[config.mk]
export PLATFORM = sky130hd
export DESIGN_NAME = bird_physics
export DESIGN_NICKNAME = d
export VERILOG_FILES = /design/src/rtl/flappy_pkg.sv /design/src/rtl/rise_detect.sv /design/src/rtl/bird_physics.sv
export SDC_FILE = /design/constraint.sdc
export NUM_CORES = 1
export LEC_CHECK = 0
export BUFFER_PORTS_ARGS = -buffer_cell sky130_fd_sc_hd__buf_2
export CAP_MARGIN = 20
export CORE_MARGIN = 5
export CORE_UTILIZATION = 61
export DETAILED_ROUTE_END_ITERATION = 12
export PLACE_DENSITY_LB_ADDON = 0.2
export SYNTH_ARGS = -nofsm -noshare
export SYNTH_HDL_FRONTEND = slang
export SYNTH_SLANG_ARGS = --single-unit
[constraint.sdc]
create_clock -name clk -period 11.7 [get_ports clk]
set_clock_uncertainty 0.15 [all_clocks]
set_input_delay 1.17 -clock clk [delete_from_list [all_inputs] [get_ports clk]]
set_output_delay 1.17 -clock clk [all_outputs]
set_load 0.05 [all_outputs]
[src/rtl/flappy_pkg.sv]
// Shared types and default constants for the flappy-bird physics block.
package flappy_pkg;

  typedef enum logic [1:0] {
    HOLD = 2'd0,
    FLY  = 2'd1,
    DEAD = 2'd2
  } state_e;

  typedef logic signed [7:0] vel_t;

  localparam int unsigned Y_W_DEF      = 7;
  localparam int unsigned Y_MAX_DEF    = 100;
  localparam int unsigned Y_START_DEF  = 50;
  localparam int unsigned GRAVITY_DEF  = 1;
  localparam int unsigned FLAP_VEL_DEF = 6;
  localparam int unsigned V_MAX_DEF    = 8;

endpackage

[src/rtl/rise_detect.sv]
// Rising-edge detector: one-cycle pulse on the first cycle a level goes high.
module rise_detect (
  input  logic clk,
  input  logic reset,
  input  logic in,
  output logic pulse
);

  logic in_q;
  logic in_d;

  always_comb begin
    in_d = in;
  end

  always_ff @(posedge clk) begin
    if (reset) begin
      in_q <= 1'b0;
    end else begin
      in_q <= in_d;
    end
  end

  assign pulse = in & ~in_q;

endmodule

[src/rtl/bird_physics.sv]
// Bird vertical physics: gravity, flap impulse, floor/ceiling handling, sticky collision.
// Optional BIRD_CEILING_KILL_EN makes a ceiling hit fatal instead of clamping.
module bird_physics
  import flappy_pkg::*;
#(
  parameter int unsigned Y_W      = Y_W_DEF,
  parameter int unsigned Y_MAX    = Y_MAX_DEF,
  parameter int unsigned Y_START  = Y_START_DEF,
  parameter int unsigned GRAVITY  = GRAVITY_DEF,
  parameter int unsigned FLAP_VEL = FLAP_VEL_DEF,
  parameter int unsigned V_MAX    = V_MAX_DEF
) (
  input  logic           clk,
  input  logic           reset,
  input  logic           tick,
  input  logic           flap,
  input  logic           game_enable,
  input  logic           game_reset,
  output logic [Y_W-1:0] bird_y,
  output logic [7:0]     velocity,
  output logic           collision
);

  localparam int unsigned H_W = Y_W + 2;

  localparam logic signed [8:0]     GRAV_W  = 9'(GRAVITY);
  localparam logic signed [8:0]     V_MIN_W = 9'(-int'(V_MAX));
  localparam vel_t                  FLAP_V  = 8'(FLAP_VEL);
  localparam logic signed [H_W-1:0] Y_MAX_H = H_W'(Y_MAX);

  state_e           state_q, state_d;
  logic [Y_W-1:0]   bird_y_q, bird_y_d;
  vel_t             velocity_q, velocity_d;
  logic             collision_q, collision_d;
  logic             pending_q, pending_d;

  logic             flap_pulse;
  logic signed [8:0]     vel_dec;
  vel_t                  vel_next;
  logic signed [H_W-1:0] h_next;

  rise_detect u_flap_edge (
    .clk   (clk),
    .reset (reset),
    .in    (flap),
    .pulse (flap_pulse)
  );

  // Candidate velocity and height for a tick; widened so neither can wrap.
  always_comb begin
    vel_dec  = $signed({velocity_q[7], velocity_q}) - GRAV_W;
    if (pending_q) begin
      vel_next = FLAP_V;
    end else if (vel_dec < V_MIN_W) begin
      vel_next = 8'(V_MIN_W);
    end else begin
      vel_next = 8'(vel_dec);
    end
    h_next = $signed({2'b00, bird_y_q}) + H_W'(vel_next);
  end

  always_comb begin
    state_d     = state_q;
    bird_y_d    = bird_y_q;
    velocity_d  = velocity_q;
    collision_d = collision_q;
    pending_d   = pending_q;

    if (game_reset) begin
      state_d     = HOLD;
      bird_y_d    = Y_W'(Y_START);
      velocity_d  = '0;
      collision_d = 1'b0;
      pending_d   = 1'b0;
    end else begin
      case (state_q)
        HOLD: begin
          if (game_enable) begin
            state_d = FLY;
          end
        end
        FLY: begin
          if (flap_pulse) begin
            pending_d = 1'b1;
          end
          if (tick) begin
            // A flap arriving on the tick cycle is kept for the following tick.
            pending_d  = flap_pulse;
            velocity_d = vel_next;
            bird_y_d   = h_next[Y_W-1:0];
            if (h_next[H_W-1] || (h_next == '0)) begin
              bird_y_d    = '0;
              velocity_d  = '0;
              collision_d = 1'b1;
              state_d     = DEAD;
            end else if (h_next > Y_MAX_H) begin
              bird_y_d   = Y_W'(Y_MAX);
              velocity_d = '0;
`ifdef BIRD_CEILING_KILL_EN
              collision_d = 1'b1;
              state_d     = DEAD;
`else
              collision_d = collision_q;
              state_d     = FLY;
`endif
            end
          end
        end
        DEAD: begin
          state_d = DEAD;
        end
        default: begin
          state_d = HOLD;
        end
      endcase
    end
  end

  always_ff @(posedge clk) begin
    if (reset) begin
      state_q     <= HOLD;
      bird_y_q    <= Y_W'(Y_START);
      velocity_q  <= '0;
      collision_q <= 1'b0;
      pending_q   <= 1'b0;
    end else begin
      state_q     <= state_d;
      bird_y_q    <= bird_y_d;
      velocity_q  <= velocity_d;
      collision_q <= collision_d;
      pending_q   <= pending_d;
    end
  end

  assign bird_y    = bird_y_q;
  assign velocity  = velocity_q;
  assign collision = collision_q;

endmodule
==> results.json <==
{
  "status": "complete, no violations",
  "fillCellCount": 216,
  "cts_buffer_depth": 2,
  "wl_mm": 3.83,
  "hold_class": "reg -> reg",
  "synth_top_family_by_area": "compound AO/OA/AOI/OAI gates",
  "peakVddDrop_uv": 117,
  "drc": 0,
  "synth_edf_count": 0,
  "start_util": 0.631,
  "finalCriticalPeriod_ns": 4.84,
  "slew_headroom": 0.478,
  "hpwl_mm": 2.89,
  "setup_total_negative_slack_ns": 0,
  "fin_area_um2": 1640,
  "top_layer_used": "met4",
  "ys_warn_count": 0,
  "route.met2.wl_mm": 1.79,
  "overflow": 0,
  "slew_viol_final": 0,
  "synth_top_area_cell": "dfxtp_1",
  "clock.fmax_mhz": 207,
  "ys_types": 53,
  "root_buffer": "clkbuf_4",
  "synth_fa_ha_area_frac": 0.0766,
  "syn_area_per_cell_um2": 8.34,
  "met1Wirelength_mm": 1.64,
  "die_area_um2": 3620,
  "p_per_area_nw_per_um2": 142,
  "synth_common_cells": "20 x dfxtp_1, 18 x a21oi_1, 16 x nor2_1, 15 x nand2_1, 10 x inv_1",
  "syn_area_um2": 1540,
  "post-cts-setup-buffer-count": 0,
  "cts_tree": "built",
  "grt_pass1_wl_mm": 6.40,
  "die_h_um": 60.2,
  "seq_area_um2": 400,
  "combPwrFrac": 0.436,
  "num_vias": 1471,
  "final_cells": 231,
  "core.rowCount": 18,
  "arrival_ns": 4.91,
  "crit_type": "reg -> reg",
  "cp_slowest_cell": "or4b_4",
  "core_area_um2": 2430,
  "path_cells": "inv_1 -> ha_1 -> or2b_2 -> nor2_1 -> a21oi_1 -> o22a_1 -> a21oi_1 -> nor2_1 -> nor3_1 -> ha_1 -> inv_1 -> fa_1 -> and2b_2 -> o31ai_1 -> or4b_4 -> a211oi_2 -> and2_1 -> a21oi_2 -> and3b_1 -> a211o_1",
  "placed_cells": 227,
  "cts_made_buffers": 3,
  "drtIter0Drc": 56,
  "drive_gt1_frac": 0.249,
  "async_flop_share": 0,
  "synth_top_cells_by_area": "dfxtp_1 26%, a21oi_1 5.9%, a22o_2 5.9%",
  "muxShareOfSynthArea": 0,
  "intPower_w": 0.000144,
  "placed_area_um2": 1590,
  "grt_pass1_vias": 1397,
  "leakage_nw": 0.732,
  "tightest_slew_ns": 0.781,
  "pre_cts_ws_ns": 6.94,
  "netSwitchingFraction": 0.382,
  "n_antenna_cell": 0,
  "synth_seq_area_share": 0.261,
  "antenna_left": 0,
  "drv_cap": 0,
  "cp_max_fo": 10,
  "rsz0062_at_grt": "no",
  "setup_viol": 0,
  "synth-xor-area-share": 0.0570,
  "crit_required_ns": 11.77,
  "grt_max_degree": 14,
  "wl_met3_um": 287,
  "yosysTopAreaCellShare": 0.261,
  "wire_per_inst_um": 16.6,
  "h-tree-depth": 1,
  "antenna_found_initial": 0,
  "path_buf_inv": 2,
  "synth-simple-area-share": 0.236,
  "port_buffers": 21,
  "pwr-share-seq": 0.310,
  "hold_violations": 0,
  "slowest_delay_ns": 0.50,
  "cts-resized-gates": 0,
  "startpoint_type": "flop",
  "p_switching_w": 0.0000892,
  "globalplace.congestion": 0.956,
  "hold_buffers": 0,
  "post-synth-top-count-cell": "dfxtp_1",
  "clk_pin_slew_ns": 0.13,
  "period_share": 0.413,
  "p_clk_frac": 0.255,
  "mappedNetlistNets": 198,
  "insertion_delay_ns": 0.31,
  "ys_seq_elements": 20,
  "synth_compound_area_frac": 0.289,
  "grt_usage": 0.233,
  "cp_top_family": "simple AND/OR/NAND/NOR gates",
  "numClockSinks": 20,
  "area_growth_syn_to_layout_pct": 7.09,
  "multiInputGateArea_um2": 1010,
  "nets": 216,
  "synthFlopType": "dfxtp_1",
  "synth_cells": 184,
  "end_kind": "flop",
  "setup_ws_ns": 6.86,
  "drt-vias-per-instance": 6.37,
  "io_pins": 22,
  "firstDrtPassIters": 4,
  "die_x_um": 60.2
}
-- worst min-delay path, stage by stage, from the launching register on --
cell and delay, ns:
dfxtp_1 0.35, a21oi_1 0.04, nor2_1 0.07
-- final timing paths --
path | start | to | slack [ns] | cells past startpoint
worst max-delay path | velocity[0] | bird_y[3] | 6.86 | 20
worst min-delay path | collision | collision | 0.34 | 2
worst max register to register | velocity[0] | bird_y[3] | 6.86 | 20
worst min register to register | collision | collision | 0.34 | 2
-- layout by cell type (no fill, tap or decap), drive strengths merged, types with 4 or more instances in the layout --
cell type,Yosys,final
a21oi,19,19
a22o,10,10
a31oi,4,4
buf,4,21
dfxtp,20,20
ha,7,7
inv,10,10
nand2,15,15
nor2,16,16
nor2b,4,4
nor3,7,7
o21ai,7,7
xnor2,6,6
xor2,4,4
-- power by group through the flow --
stage	Combinational (W)	Clock, W	Sequential [W]
after CTS	0.0000989	0.0000597	0.0000721
after floorplan	0.0000760	0	0.0000769
final	0.000102	0.0000595	0.0000722
after detailed placement	0.0000974	0	0.0000736
after global routing	0.000110	0.0000636	0.0000726
after global placement	0.0000943	0	0.0000735
-- cell type report --
class | instances | share of cell area
Clock buffer | 3 | 0.0137
Clock inverter | 1 | 0.0183
Inverter | 10 | 0.0228
Multi-Input combinational cell | 146 | 0.615
Sequential cell | 20 | 0.244
Tap cell | 30 | 0.0228
Timing Repair Buffer | 21 | 0.0639
-- sequential cells by signal, summed over array words and instances (netlist names) --
signal and flops:
bird_y 7, collision 1, pending_q 1, state_q 2, u_flap_edge.in_q 1, velocity 8
-- metrics by stage --
stage                     hold WS [ns]   util  total power [W]
after floorplan                  0.318      -         0.000153
after global placement           0.296  0.654         0.000168
after detailed placement         0.303  0.654         0.000171
after CTS                        0.344  0.676         0.000231
after global routing             0.389  0.676         0.000246
final                            0.343  0.676         0.000233
-- kinds of logic (layout without fill, tap and decap cells) --
family,Yosys count,in the layout
and+or+nand+nor,66,66
AOI/OAI and AO/OA,61,61
DFF,20,20
buffers and inverters,18,35
xor gates and xnor gates,10,10
adders and majority gates,9,9
-- layer usage --
metal | vias to the layer above | GRT usage
li1 | 715 | -
met1 | 678 | 0.297
met2 | 66 | 0.380
met3 | 12 | 0.0410
met4 | 0 | 0.104
met5 | - | 0
Power figures use the tool's default switching activity.
